--- src/rtl/stepper_pkg.sv ---
// Shared types and constants for the multi-channel step/dir generator.
package stepper_pkg;

    // Controller states, kept as plain constants for legacy tooling.
    typedef logic [1:0] state_t;
    localparam state_t StIdle   = 2'd0;
    localparam state_t StRun    = 2'd1;
    localparam state_t StFinish = 2'd2;

    // Machine-axis motion sign.
    typedef enum logic [1:0] {
        SignZero = 2'd0,
        SignNeg  = 2'd1,
        SignPos  = 2'd2
    } axis_sign_e;

    // Channels forming the CoreXY pair.
    localparam int unsigned XyChA = 0;
    localparam int unsigned XyChB = 1;

    function automatic axis_sign_e sign_of(input logic is_zero, input logic is_neg);
        if (is_zero) begin
            return SignZero;
        end else if (is_neg) begin
            return SignNeg;
        end
        return SignPos;
    endfunction

endpackage

--- src/rtl/stepper_chan.sv ---
// One step/dir channel: half-period phase counter, step magnitude and
// signed remaining-steps counter.
module stepper_chan
    import stepper_pkg::*;
#(
    parameter int unsigned STEP_W = 32,
    parameter int unsigned PER_W  = 32
) (
    input  logic              clk,
    input  logic              rst,
    input  logic              load,
    input  logic              run,
    input  logic              kill,
    input  logic [STEP_W-1:0] steps,
    input  logic [PER_W-1:0]  half_period,
    output logic              step,
    output logic              dir,
    output logic              active,
    output logic [STEP_W-1:0] remaining
);

    localparam logic [PER_W-1:0]  PerOne  = PER_W'(1);
    localparam logic [STEP_W:0]   MagOne  = (STEP_W + 1)'(1);
    localparam logic [STEP_W-1:0] StepOne = STEP_W'(1);

    logic [PER_W-1:0]  hp_q, hp_d, cnt_q, cnt_d;
    logic [STEP_W:0]   mag_q, mag_d;
    logic [STEP_W-1:0] rem_q, rem_d;
    logic              step_q, step_d, dir_q, dir_d;
    logic [STEP_W:0]   steps_ext;
    logic [PER_W-1:0]  hp_eff;
    logic              issue;

    // One extra bit so the most negative count has an exact magnitude.
    assign steps_ext = {steps[STEP_W-1], steps};
    assign hp_eff    = (half_period == '0) ? PerOne : half_period;

    always_comb begin
        hp_d   = hp_q;
        cnt_d  = cnt_q;
        mag_d  = mag_q;
        rem_d  = rem_q;
        step_d = step_q;
        dir_d  = dir_q;
        issue  = 1'b0;
        if (load) begin
            hp_d   = hp_eff;
            cnt_d  = hp_eff - PerOne;
            mag_d  = steps[STEP_W-1] ? -steps_ext : steps_ext;
            rem_d  = steps;
            dir_d  = steps[STEP_W-1];
            step_d = 1'b0;
        end else if (kill) begin
            // A pulse cut short still counts as issued.
            step_d = 1'b0;
            issue  = step_q;
        end else if (run && (mag_q != '0)) begin
            if (cnt_q != '0) begin
                cnt_d = cnt_q - PerOne;
            end else begin
                cnt_d  = hp_q - PerOne;
                step_d = ~step_q;
                issue  = step_q;
            end
        end
        if (issue) begin
            mag_d = mag_q - MagOne;
            rem_d = dir_q ? rem_q + StepOne : rem_q - StepOne;
        end
    end

    always_ff @(posedge clk or posedge rst) begin
        if (rst) begin
            hp_q   <= '0;
            cnt_q  <= '0;
            mag_q  <= '0;
            rem_q  <= '0;
            step_q <= 1'b0;
            dir_q  <= 1'b0;
        end else begin
            hp_q   <= hp_d;
            cnt_q  <= cnt_d;
            mag_q  <= mag_d;
            rem_q  <= rem_d;
            step_q <= step_d;
            dir_q  <= dir_d;
        end
    end

    assign step      = step_q;
    assign dir       = dir_q;
    assign active    = (mag_q != '0);
    assign remaining = rem_q;

endmodule

--- src/rtl/stepper_axes_ctrl.sv ---
// Multi-channel step/dir generator with start/busy/done handshake, abort and
// kinematics-aware endstop blocking. Define ENDSTOP_FILTER_EN to synchronise and debounce endstops.
module stepper_axes_ctrl
    import stepper_pkg::*;
#(
    parameter int unsigned NUM_CH = 3,
    parameter int unsigned STEP_W = 32,
    parameter int unsigned PER_W  = 32,
    parameter int unsigned COREXY = 1
) (
    input  logic                     clk,
    input  logic                     rst,
    input  logic                     start,
    input  logic                     abort,
    input  logic [NUM_CH*STEP_W-1:0] steps_in,
    input  logic [NUM_CH*PER_W-1:0]  half_period_in,
    input  logic [NUM_CH-1:0]        endstop_min,
    input  logic [NUM_CH-1:0]        endstop_max,
    output logic [NUM_CH-1:0]        step_out,
    output logic [NUM_CH-1:0]        dir_out,
    output logic                     busy,
    output logic                     done,
    output logic                     endstop_hit,
    output logic [NUM_CH*STEP_W-1:0] steps_remaining
);

    state_t                  state_q, state_d;
    logic                    hit_q, hit_d;
    logic [NUM_CH-1:0][1:0]  axis_q, axis_d;
    logic [NUM_CH-1:0]       active;
    logic [NUM_CH-1:0]       es_min, es_max;
    logic                    accept, all_zero, block, kill;
    logic [STEP_W-1:0]       s_a, s_b;
    logic [STEP_W:0]         xy_sum, xy_diff;

    assign accept   = (state_q == StIdle) && start;
    assign all_zero = (steps_in == '0);
    assign kill     = (state_q == StRun) && (block || abort);

    // CoreXY pair sums at one extra bit so they never wrap.
    assign s_a     = steps_in[XyChA*STEP_W +: STEP_W];
    assign s_b     = steps_in[XyChB*STEP_W +: STEP_W];
    assign xy_sum  = {s_a[STEP_W-1], s_a} + {s_b[STEP_W-1], s_b};
    assign xy_diff = {s_a[STEP_W-1], s_a} - {s_b[STEP_W-1], s_b};

    always_comb begin
        axis_d = axis_q;
        if (accept) begin
            for (int i = 0; i < NUM_CH; i++) begin
                axis_d[i] = sign_of(steps_in[i*STEP_W +: STEP_W] == '0,
                                    steps_in[i*STEP_W + STEP_W - 1]);
            end
            if (COREXY != 0) begin
                axis_d[XyChA] = sign_of(xy_sum == '0, xy_sum[STEP_W]);
                axis_d[XyChB] = sign_of(xy_diff == '0, xy_diff[STEP_W]);
            end
        end
    end

`ifdef ENDSTOP_FILTER_EN
    // Two-flop synchroniser, then a level is accepted after three equal samples.
    logic [2*NUM_CH-1:0] es_raw, sync1_q, sync2_q, hist0_q, hist1_q, filt_q, es_eq;

    assign es_raw = {endstop_max, endstop_min};
    assign es_eq  = ~(sync2_q ^ hist0_q) & ~(hist0_q ^ hist1_q);

    always_ff @(posedge clk or posedge rst) begin
        if (rst) begin
            sync1_q <= '0;
            sync2_q <= '0;
            hist0_q <= '0;
            hist1_q <= '0;
            filt_q  <= '0;
        end else begin
            sync1_q <= es_raw;
            sync2_q <= sync1_q;
            hist0_q <= sync2_q;
            hist1_q <= hist0_q;
            filt_q  <= (es_eq & hist1_q) | (~es_eq & filt_q);
        end
    end

    assign es_min = filt_q[NUM_CH-1:0];
    assign es_max = filt_q[2*NUM_CH-1:NUM_CH];
`else
    assign es_min = endstop_min;
    assign es_max = endstop_max;
`endif

    always_comb begin
        block = 1'b0;
        for (int i = 0; i < NUM_CH; i++) begin
            if (((axis_q[i] == SignNeg) && es_min[i]) || ((axis_q[i] == SignPos) && es_max[i])) begin
                block = 1'b1;
            end
        end
    end

    always_comb begin
        state_d = state_q;
        hit_d   = hit_q;
        case (state_q)
            StIdle: begin
                if (start) begin
                    state_d = all_zero ? StFinish : StRun;
                    hit_d   = 1'b0;
                end
            end
            StRun: begin
                if (block || abort) begin
                    state_d = StFinish;
                    if (block) begin
                        hit_d = 1'b1;
                    end
                end else if (active == '0) begin
                    state_d = StFinish;
                end
            end
            StFinish: state_d = StIdle;
            default:  state_d = StIdle;
        endcase
    end

    always_ff @(posedge clk or posedge rst) begin
        if (rst) begin
            state_q <= StIdle;
            hit_q   <= 1'b0;
            axis_q  <= '0;
        end else begin
            state_q <= state_d;
            hit_q   <= hit_d;
            axis_q  <= axis_d;
        end
    end

    for (genvar g = 0; g < NUM_CH; g++) begin : g_chan
        stepper_chan #(
            .STEP_W(STEP_W),
            .PER_W (PER_W)
        ) u_chan (
            .clk        (clk),
            .rst        (rst),
            .load       (accept),
            .run        (state_q == StRun),
            .kill       (kill),
            .steps      (steps_in[g*STEP_W +: STEP_W]),
            .half_period(half_period_in[g*PER_W +: PER_W]),
            .step       (step_out[g]),
            .dir        (dir_out[g]),
            .active     (active[g]),
            .remaining  (steps_remaining[g*STEP_W +: STEP_W])
        );
    end

    assign busy        = (state_q == StRun);
    assign done        = (state_q == StFinish);
    assign endstop_hit = hit_q;

endmodule

--- config.mk ---
export PLATFORM = sky130hd
export DESIGN_NAME = stepper_axes_ctrl
export DESIGN_NICKNAME = d
export VERILOG_FILES = /design/src/rtl/stepper_pkg.sv /design/src/rtl/stepper_chan.sv /design/src/rtl/stepper_axes_ctrl.sv
export SDC_FILE = /design/constraint.sdc
export NUM_CORES = 2
export LEC_CHECK = 0
export CAP_MARGIN = 20
export CORE_ASPECT_RATIO = 0.6
export CORE_MARGIN = 1.5
export CORE_UTILIZATION = 58
export DETAILED_ROUTE_END_ITERATION = 16
export DONT_BUFFER_PORTS = 1
export GPL_TIMING_DRIVEN = 0
export PLACE_DENSITY_LB_ADDON = 0.1
export SLEW_MARGIN = 40
export SYNTH_ARGS = -nofsm -noshare
export SYNTH_HDL_FRONTEND = slang
export SYNTH_SLANG_ARGS = --single-unit
--- constraint.sdc ---
create_clock -name clk -period 14.8 [get_ports clk]
set_input_delay 0 -clock clk [delete_from_list [all_inputs] [get_ports clk]]
set_output_delay 0 -clock clk [all_outputs]
set_load 0.01 [all_outputs]
Word level (Yosys, flattened, before mapping) --
Index checks and enable logic that the tools add are counted.
Storage, ports and cells: word-level logic and storage cells 200, register bits after elaboration 402, output and inout port bits 105
Cells by class: equality and inequality tests 16, bitwise operators 3, reductions and logical operators 48, mux-type cells 87, add/subtract/negate cells 23
Operator list (count):
- 2-to-1 mux 32 bit | 24
- subtractor 32 x 1 -> 32 bit (second input constant) | 12
- 2-to-1 mux 33 bit | 9
- zero test 32 bit | 4
- negation 33 bit | 3
- nonzero test 33 bit | 3
- subtractor 33 x 1 -> 33 bit (second input constant) | 3
- adder 32 x 1 -> 32 bit (second input constant) | 3
- zero test 96 bit | 1
- nonzero test 32 bit | 3
- zero test 33 bit | 2
- 2-to-1 mux 1 bit | 39
- adder 32 x 32 -> 33 bit | 1
- subtractor 32 x 32 -> 33 bit | 1
- 2-to-1 mux 2 bit | 13
- AND reduction 2 bit | 7
- nonzero test 2 bit | 7
- logical AND 1 bit | 11
- != test 3 bit (second input constant) | 3
- nonzero test 3 bit | 3
- equality test 2 x 1 -> 1 bit (second input constant) | 4
- equality test 2 bit (second input constant) | 4
- != test 2 bit (second input constant) | 4
- logical OR 1 bit | 4
- other kinds (7) | 9

Logic depth before layout (Yosys ltp) --
word-level depth 11, gate-level depth with buffers 14, mapped depth without buffers 13

Hierarchy --
Synthesis repeated with hierarchy kept, for this count alone.
Second synthesis, totals: cell total of the unflattened synthesis 4050, area, all modules 32580.0 um^2
Modules (own cells, without submodules):
- stepper_chan at g_chan[1].u_chan | cells an instance 1168, area an instance 9367.7 um^2, times used 1
- stepper_chan at g_chan[2].u_chan | cells an instance 1096, area an instance 9272.6 um^2, times used 1
- stepper_chan at g_chan[0].u_chan | cells an instance 1083, area an instance 9166.3 um^2, times used 1
- stepper_axes_ctrl | cells an instance 703, area an instance 4773.3 um^2, times used 1

Worst setup path after synthesis --
OpenSTA, ideal clock, no wires.
kind register to register, start point register g_chan[2].u_chan.dir_q, end point register g_chan[2].u_chan.rem_q[31], arrival time 3.536 ns, period minus slack after synthesis 3.623 ns, slack 11.177 ns, stages on the path, launching flop included 13, cell sequence dfrtp_1 > inv_1 > ha_1 > o21a_1 > o21ai_0 > or4b_2 > o21ai_0 > o21ai_0 > nor3_1 > a211oi_1 > o311a_1 > xnor2_1 > o211ai_1
Between the ends: cells in the longest elaborated chain, start to end 2
Ends and longest elaborated chain:
- start: declaration | RTL line stepper_chan.sv:29 | logic step_q, step_d, dir_q, dir_d;
- start signal: assignment | RTL line stepper_chan.sv:86 | dir_q <= dir_d;
- 2-to-1 mux 32 bit | RTL line stepper_chan.sv:68 | rem_d = dir_q ? rem_q + StepOne : rem_q - StepOne;
- 2-to-1 mux 32 bit | RTL line stepper_chan.sv:66 | if (issue) begin
- end signal: assignment | RTL line stepper_chan.sv:84 | rem_q <= rem_d;
- end: declaration | RTL line stepper_chan.sv:28 | logic [STEP_W-1:0] rem_q, rem_d;
No other way between the ends. A chain may end at the register's enable or synchronous reset.

Final worst setup path --
start point register state_q[0], end point register g_chan[1].u_chan.mag_q[10]
Between the ends: cells in the longest elaborated chain, start to end 6
Ends and longest elaborated chain:
- start: declaration | RTL line stepper_axes_ctrl.sv:27 | state_t state_q, state_d;
- start signal: assignment | RTL line stepper_axes_ctrl.sv:126 | state_q <= StIdle;
- start signal: assignment | RTL line stepper_axes_ctrl.sv:130 | state_q <= state_d;
- equality test 2 x 1 -> 1 bit | RTL line stepper_axes_ctrl.sv:38, stepper_axes_ctrl.sv:144
- logical AND 1 bit | RTL line stepper_chan.sv:57 | end else if (run && (mag_q != '0)) begin
- 2-to-1 mux 1 bit | RTL line stepper_chan.sv:57
- 2-to-1 mux 1 bit | RTL line stepper_chan.sv:53 | end else if (kill) begin
- 2-to-1 mux 1 bit | RTL line stepper_chan.sv:46 | if (load) begin
- 2-to-1 mux 33 bit or nonzero test 2 bit (tied branches)
- end signal: assignment | RTL line stepper_chan.sv:83 | mag_q <= mag_d;
- end: declaration | RTL line stepper_chan.sv:27 | logic [STEP_W:0] mag_q, mag_d;
Several ways; a longest one is shown, not always the timed one.

==> impl_metrics.yaml <==
run_status:
  outcome: "complete, but fails checks"
  violations: "negative hold slack"
global_routing:
  grt-ovfl-total: 0
  grt_use_total_pct: 43.0
  grt_max_degree: 80
  antenna_found_initial: 21
  grt_pass1_vias: 29400
  grt_pass1_wl_um: 180000
detailed_routing:
  first_iter_violations: 4361
  detail-route-antenna-nets: 0
  firstDrtPassIters: 9
  drc: 0
  wl_um: 119000
  avgRoutedWirePerCell_um: 25.0
  vias: 32100
  viasPerCell: 6.72
floorplan:
  fp.dieW_um: 299
  core_area_sq_mm: 0.0515
  start_util_pct: 59.4
  ioPinCount: 307
  dieHeight_um: 181
  dieArea_sq_mm: 0.0542
  std_cell_rows: 64
timing:
  worstMarginPinSlew_ns: 0.952
  min_period_over_period_pct: 38.9
  maxClockFrequency_mhz: 174
  rsz0062_at_grt: "no"
  slew_violations: 0
  skew_ns: 0.0197
  setup_viol: 0
  relSlewSlack_pct: 36.4
  holdWs_ns: -0.00202
  period_minus_slack_ns: 5.76
  finalHoldViolCount: 1
  worst_slack_ns: 9.04
pwr:
  p_seq_share_pct: 28.9
  irDropWorstVdd_mv: 0.164
  power.density_mw_per_mm2: 211
  p_clk_share_pct: 15.4
  p_sw_share_pct: 47.9
  cellLeakagePower_nw: 14.5
  power_frac_comb_pct: 55.8
  switchingPower_mw: 3.55
  total_power_mw: 7.41
  internal_power_mw: 3.86
synth:
  async_flop_share_pct: 100
  synthFlopType: "dfrtp_1"
  synthXorXnorAreaFrac_pct: 10.2
  synth-seq-cells: 402
  syn_nets: 4157
  synth_warnings: 0
  synth_fa_ha_area_share_pct: 7.00
  synth_cells: 3787
  netlist_area_sq_mm: 0.0306
  yosys.area_share.simple_pct: 22.0
  synth_edf_count: 0
  synth_compound_area_share_pct: 23.3
  synth_top_family_by_area: "compound AO/OA/AOI/OAI gates"
  yosys-mux-area-fraction_pct: 0.781
  synth_cell_types: 91
  syn_area_per_cell_sq_um: 8.08
  seq_area_frac_synth_pct: 32.9
clock_tree:
  cts.clk_slew.worst_paths_ns: 0.07
  cts.path.max_buffers: 3
  ctsResizeCount: 0
  cts_buffers: 42
  htreeDepth: 2
  ctsHoldBuffers: 204
  cts_root_buf: "clkbuf_16"
  post-cts-setup-buffers: 0
  cts_tree: "built"
  cts_sinks: 402
  clk_latency_ns: 0.58
layout:
  regArea_sq_mm: 0.0101
  final_common_cell: "nand2_1"
  fin_cells: 4783
  multi_input_area_sq_mm: 0.0194
  finalNetCount: 4411
  num-fill-cells: 4301
  drive_above_1_share_pct: 4.79
  area_delta_synth_final_pct: 15.0
  final_cell_mix: "nand2_1, dfrtp_1, o21ai_0"
placed_design:
  place_ws_ns: 9.17
  dp_hpwl_um: 87500
  gp_congestion: 1.08
  port_buffers: 0
  dp_cells: 4486
worst_hold_path:
  hold_path.class: "input port to flip-flop"
worst_setup_path:
  worstSetupStartpointType: "flip-flop"
  crit_required_ns: 15.21
  cpMaxStageDelayCell: "clkbuf_1"
  cp.arrival_ns: 6.17
  cp_cell_sequence: "nor3b_1 > buf_2 > buf_2 > buf_2 > clkbuf_1 > buf_2 > buf_2 > buf_2 > clkbuf_2 > clkbuf_1 > o21ai_0"
  path_buf_inv: 9
  crit_top_cell: "buf_2"
  cp_top_family: "buffers and inverters"
  end_kind: "flip-flop"
  cp_slowest_stage_delay_ns: 0.71
  crit_path_max_fanout: 10
  critPathKind: "flip-flop to flip-flop"
run:
  cap_viol_max_count: 0
==> stage by stage <==
step	area, sq um	setup TNS [ns]	util [%]
detailed placement	31700	0	61.5
global route	35100	0	68.2
global placement	31500	-454.74	61.1
finish	35200	0	68.3
floorplan	30600	0	-
CTS	35100	0	68.2
==> cell type report <==
type | instances | share of cell area, %
clock inverters | 16 | 0.608
repair buffers | 210 | 6.30
inverters | 110 | 1.20
clock buffers | 55 | 3.41
diodes | 22 | 0.157
flip-flops and latches | 402 | 28.6
multi-input cells | 3090 | 55.0
plain buffers | 185 | 2.22
well taps | 693 | 2.46
==> sequential cells by signal, indices dropped and copies added (netlist names) <==
signal / count
axis_q: 6
endstop_hit: 1
g_chan.u_chan.cnt_q: 96
g_chan.u_chan.dir: 3
g_chan.u_chan.hp_q: 96
g_chan.u_chan.mag_q: 99
g_chan.u_chan.remaining: 96
g_chan.u_chan.step: 3
state_q: 2
==> cells in the mapped netlist (all sizes together) (52+ instances only) <==
master | count | area [sq um]
dfrtp | 402 | 10100
clkbuf | 133 | 499
ha | 163 | 2040
xnor2 | 251 | 2200
buf | 52 | 263
nand3 | 74 | 370
a31oi | 101 | 632
nor2 | 228 | 863
a21oi | 171 | 856
xor2 | 105 | 920
nor3 | 93 | 470
o21ai | 395 | 1980
inv | 109 | 409
nand2 | 668 | 2510
o21a | 65 | 488
nor4 | 109 | 712
==> worst reg2reg max path: cells and delay by family, from the launching register on <==
family	cells	cell delay [ns]
AOI/OAI and AO/OA	1	0.25
buffers and inverters	9	4.29
DFF	1	0.42
and+or+nand+nor	1	0.63
==> worst paths after layout <==
kind	start	end	slack, ns	depth (start not counted)
setup / recovery	state_q[0]$_DFFE_PP0P_	g_chan[1].u_chan.mag_q[10]$_DFFE_PP0P_	9.04	11
hold / removal	steps_in[63]	g_chan[1].u_chan.remaining[31]$_DFFE_PP0P_	-0.002	3
setup reg to reg	state_q[0]$_DFFE_PP0P_	g_chan[1].u_chan.mag_q[10]$_DFFE_PP0P_	9.04	11
hold reg to reg	g_chan[2].u_chan.hp_q[19]$_DFFE_PP0P_	g_chan[2].u_chan.hp_q[19]$_DFFE_PP0P_	0.48	2
max in group asynchronous	rst	g_chan[1].u_chan.remaining[28]$_DFFE_PP0P_	12.43	8
min in group asynchronous	rst	g_chan[0].u_chan.remaining[27]$_DFFE_PP0P_	0.52	4
==> routing by layer <==
| metal | share of wire [%] | GRT usage, % | vias up |
|---|---|---|---|
| met5 | 0.14 | 0 | - |
| met4 | 3.5 | 12.5 | 22 |
| met3 | 16 | 17.8 | 351 |
| met2 | 38 | 56.1 | 2185 |
| met1 | 43 | 63.8 | 15300 |
| li1 | - | - | 14300 |
==> cells by family after synthesis <==
group	Yosys count
fa+ha+maj	168
compound gates	1115
flops	402
simple gates	1428
mux	23
buf+inv	295
xor+xnor	356
==> power by group through the flow <==
stage	Combinational, mW	Clock (mW)	Sequential (mW)
final	4.13	1.14	2.14
after global routing	4.56	1.18	2.20
after CTS	4.00	1.13	2.12
after detailed placement	3.89	0	2.13
after global placement	3.82	0	2.12
after floorplan	3.03	0	1.99
No activity file was read; power rests on OpenSTA's default activity.
